File: src/rtl/mm_engine.sv
// Sequential signed 8x8 matrix multiplier: C = A x B, one MAC per clock.
// A/B/C live in internal element memories; C is read back through a registered port.
module mm_engine #(
   parameter int MAT_DIM = 8,
   parameter int IN_W    = 8,
   parameter int OUT_W   = 19
) (
   input  logic                                 clk,
   input  logic                                 reset,
   input  logic                                 load_mem,
   input  logic                                 wenA,
   input  logic                                 wenB,
   input  logic                                 wenC,
   input  logic [$clog2(MAT_DIM*MAT_DIM)-1:0]   addrA,
   input  logic [$clog2(MAT_DIM*MAT_DIM)-1:0]   addrB,
   input  logic [$clog2(MAT_DIM*MAT_DIM)-1:0]   addrC,
   input  logic [IN_W-1:0]                      wdA,
   input  logic [IN_W-1:0]                      wdB,
   input  logic                                 start,
   output logic                                 done,
   output logic [OUT_W-1:0]                     rdC
);
   localparam int MAT_SIZE = MAT_DIM * MAT_DIM;
   localparam int IW       = $clog2(MAT_DIM);
   localparam int PW       = 2 * IN_W;
   localparam logic [IW-1:0] IDX_MAX = IW'(MAT_DIM - 1);

   localparam logic [1:0] S_IDLE = 2'd0;
   localparam logic [1:0] S_RUN  = 2'd1;
   localparam logic [1:0] S_DONE = 2'd2;

   logic [1:0]              r_state;
   logic [IW-1:0]           r_i, r_j, r_k;
   logic signed [OUT_W-1:0] r_acc;
   logic                    r_done;
   logic [OUT_W-1:0]        r_rd;

   logic signed [IN_W-1:0]  r_memA [MAT_SIZE];
   logic signed [IN_W-1:0]  r_memB [MAT_SIZE];
   logic signed [OUT_W-1:0] r_memC [MAT_SIZE];

   logic                    w_run, w_mem_wr, w_go, w_last_k, w_last;
   logic signed [PW-1:0]    w_a, w_b, w_prod;
   logic signed [OUT_W-1:0] w_prod_x, w_sum;

   assign w_run    = (r_state == S_RUN);
   assign w_mem_wr = !w_run && load_mem;
   assign w_go     = !w_run && !load_mem && start;
   assign w_last_k = (r_k == IDX_MAX);
   assign w_last   = w_last_k && (r_i == IDX_MAX) && (r_j == IDX_MAX);

   // Row-major addressing reduces to bit concatenation of the loop indices.
   assign w_a      = PW'(r_memA[{r_i, r_k}]);
   assign w_b      = PW'(r_memB[{r_k, r_j}]);
   assign w_prod   = w_a * w_b;
   assign w_prod_x = {{(OUT_W-PW){w_prod[PW-1]}}, w_prod};
   assign w_sum    = r_acc + w_prod_x;

   always_ff @(posedge clk or posedge reset) begin
      if (reset) begin
         r_state <= S_IDLE;
         r_i     <= '0;
         r_j     <= '0;
         r_k     <= '0;
         r_acc   <= '0;
         r_done  <= 1'b0;
      end else if (w_run) begin
         if (w_last_k) begin
            r_acc <= '0;
            r_k   <= '0;
            r_j   <= (r_j == IDX_MAX) ? '0 : r_j + 1'b1;
            if (r_j == IDX_MAX)
               r_i <= (r_i == IDX_MAX) ? '0 : r_i + 1'b1;
            if (w_last) begin
               r_state <= S_DONE;
               r_done  <= 1'b1;
            end
         end else begin
            r_acc <= w_sum;
            r_k   <= r_k + 1'b1;
         end
      end else if (w_go) begin
         r_state <= S_RUN;
         r_i     <= '0;
         r_j     <= '0;
         r_k     <= '0;
         r_acc   <= '0;
         r_done  <= 1'b0;
      end
   end

   // Element memories are deliberately not reset.
   always_ff @(posedge clk) begin
      if (w_mem_wr) begin
         if (wenA) r_memA[addrA] <= wdA;
         if (wenB) r_memB[addrB] <= wdB;
         if (wenC) r_memC[addrC] <= '0;
      end
      if (w_run && w_last_k)
         r_memC[{r_i, r_j}] <= w_sum;
   end

   always_ff @(posedge clk or posedge reset) begin
      if (reset) r_rd <= '0;
      else       r_rd <= r_memC[addrC];
   end

   assign done = r_done;
   assign rdC  = r_rd;
endmodule

File: config.mk
export PLATFORM = sky130hd
export DESIGN_NAME = mm_engine
export DESIGN_NICKNAME = d
export VERILOG_FILES = /design/src/rtl/mm_engine.sv
export SDC_FILE = /design/constraint.sdc
export NUM_CORES = 2
export LEC_CHECK = 0
export CAP_MARGIN = 5
export CORE_AREA = 2 2 370 372
export CTS_CLUSTER_SIZE = 28
export DETAILED_ROUTE_END_ITERATION = 8
export DIE_AREA = 0 0 372 374
export PLACE_DENSITY = 0.93
export REMOVE_ABC_BUFFERS = 1
export SLEW_MARGIN = 40
export SYNTH_ARGS = -nofsm -noshare
export SYNTH_HDL_FRONTEND = slang
export SYNTH_SLANG_ARGS = --single-unit
export TNS_END_PERCENT = 1
File: constraint.sdc
create_clock -name clk -period 27.5 [get_ports clk]
set_input_delay 2.75 -clock clk [delete_from_list [all_inputs] [get_ports clk]]
set_output_delay 2.75 -clock clk [all_outputs]
set_load 0.02 [all_outputs]
==> out/qor.yml <==
cts_setup_buffers: 0
nets: 4410
period_share: 0.3719
antenna_found_initial: 8
min_period_ns: 10.23
ant_nets: 0
drt_iter0_drc: 7949
whs_ns: 0.5336
die_width_um: 372
grt_pass1_vias: 48820
grt_pass1_wl_um: 369900
final.setup.tns_ns: 0
cp_data_arrival_time_ns: 10.79
cts_tree: "yes"
synth_seq_cells: 2289
die_y_um: 374
clkSinkCount: 2289
synth_flop_cell: "edfxtp_1"
start_util: 0.6783
io-pin-count: 61
worst_slew_margin_rel: 0.3626
yosysTopAreaCell: "edfxtp_1"
ctsHoldBuffers: 0
cts_buffer_depth: 3
start_kind: "flop"
firstDrtPassIters: 6
grt_max_degree: 94
fin_worst_skew_ns: 0.05530
async_flop_share: 0.02141
io_buffers: 60
synth_most_common_cell: "edfxtp_1"
crit_fanout: 64
gp_congestion: 0.8468
drc_errors: 0
synth_cell_types: 62
place_hpwl_um: 138200
cts.htree.levels: 4
critical_path_class: "reg -> reg"
min_path_type: "reg -> reg"
max-cap-violations: 0
synth-edff-count: 2240
yosysWarnings: 0
num_rows: 135
finalWirelength_um: 263600
grt_usage: 0.3859
wl_per_cell_um: 42.60
grt.overflow.total: 0
drive_above_1_share: 0.3000
yosys-top-cells-count: "2240 x edfxtp_1, 706 x mux4_2, 258 x nor2_1"
yosysSeqAreaShare: 0.7481
core_area_um2: 135000
finalHoldViolCount: 0
cp.required_ns: 28.06
finalSetupViolCount: 0
yosys-top-cells-area: "edfxtp_1 73%, mux4_2 17%, fa_1 1.8%"
end_kind: "flop"
viasPerCell: 7.759
fmax_mhz: 97.77
cts_buffers: 212
area_growth_syn_to_layout_pct: 10.95
vias: 48010
syn_area_um2: 91550
finalMaxSlewViolations: 0
synth_top_cell_area_share: 0.7347
clkTransAtPathRegs_ns: 0.07
cts_resized: 0
rsz0062_at_grt: "false"
worstMarginPinSlew_ns: 0.9526
synth.avg_cell_area_um2: 22.62
cts-root-buf: "clkbuf_16"
synthCells: 4048
clk_latency_ns: 0.89
status: "complete, no violations"
die_area_um2: 139100
-- through the flow --
stage,area [um^2],util,worst slack [ns],cells
final,101600,0.7526,17.27,6188
after global routing,101600,0.7526,16.92,6184
after global placement,94270,0.6985,17.46,5792
after detailed placement,94490,0.7001,17.51,5794
after floorplan,90500,-,12.98,3850
after CTS,101200,0.7501,17.35,6176
-- registers in the layout, indices dropped and copies added, names as in the netlist --
signal   count
r_acc       19
r_i          3
r_j          3
r_k          3
r_memA     512
r_memB     512
r_memC    1216
r_state      2
rdC         19
-- kinds of logic after synthesis --
group | synth area share
muxes | 0.1759
and+or+nand+nor | 0.02291
buffers and inverters | 0.01551
adders and majority gates | 0.02520
xor gates and xnor gates | 0.001777
AOI/OAI and AO/OA | 0.01055
DFF | 0.7481
-- per-layer routing --
| layer | vias up | track usage | routed length (um) |
|---|---|---|---|
| met2 | 5167 | 0.6272 | 131100 |
| met4 | 8 | 0.2496 | 22190 |
| li1 | 17240 | - | - |
| met3 | 1239 | 0.08668 | 31480 |
| met1 | 24360 | 0.4711 | 78780 |
| met5 | - | 0 | 50 |
-- path summary, 6_finish.rpt --
kind | slack (ns) | start | cells after the start | end
setup / recovery | 17.27 | r_j[1] | 22 | r_memC[23][17]
hold / removal | 0.53 | r_acc[1] | 1 | r_acc[1]
setup reg to reg | 17.27 | r_j[1] | 22 | r_memC[23][17]
hold reg to reg | 0.53 | r_acc[1] | 1 | r_acc[1]
max in group asynchronous | 24.68 | reset | 3 | r_j[0]
min in group asynchronous | 2.33 | reset | 3 | rdC[17]
-- cell type report --
cell class | instances | area, um^2
clock buffer | 268 | 5664
multi-input combinational | 1461 | 22110
sequential | 2289 | 68510
inverter | 100 | 375.4
fill | 6164 | 33390
tap | 1781 | 2228
antenna | 4 | 10.01
clock inverter | 114 | 1077
timing repair buffer | 171 | 1598
-- worst max-delay path, cell delays in order (launching register included) --
cell and delay [ns]:
dfrtp_4 0.82, buf_4 0.67, buf_4 0.74, mux4_2 0.45, mux4_2 0.52, a22o_1 0.31, a221oi_4 0.46, nor2_1 0.23
fa_1 0.51, inv_1 0.28, fa_1 0.50, inv_1 0.12, fa_1 0.42, fa_1 0.44, ha_1 0.31, ha_1 0.27
or4_1 0.54, a2111oi_0 0.44, a211oi_1 0.17, a221o_1 0.40, a31oi_1 0.36, mux2i_4 0.29, buf_4 0.53
-- placed cells by master, fill, tap and decap left out, types with 50 or more instances in the layout --
cell type	synthesis	routed
fa_1	84	84
nand2_1	68	67
mux4_2	706	706
clkbuf_16	0	219
buf_4	6	104
nor2_2	0	144
inv_1	98	97
ha_1	50	50
nor2_1	258	109
edfxtp_1	2240	2240
Power is not shown: default switching activity piles up to over one toggle a cycle in this logic, so the estimate is an artifact.
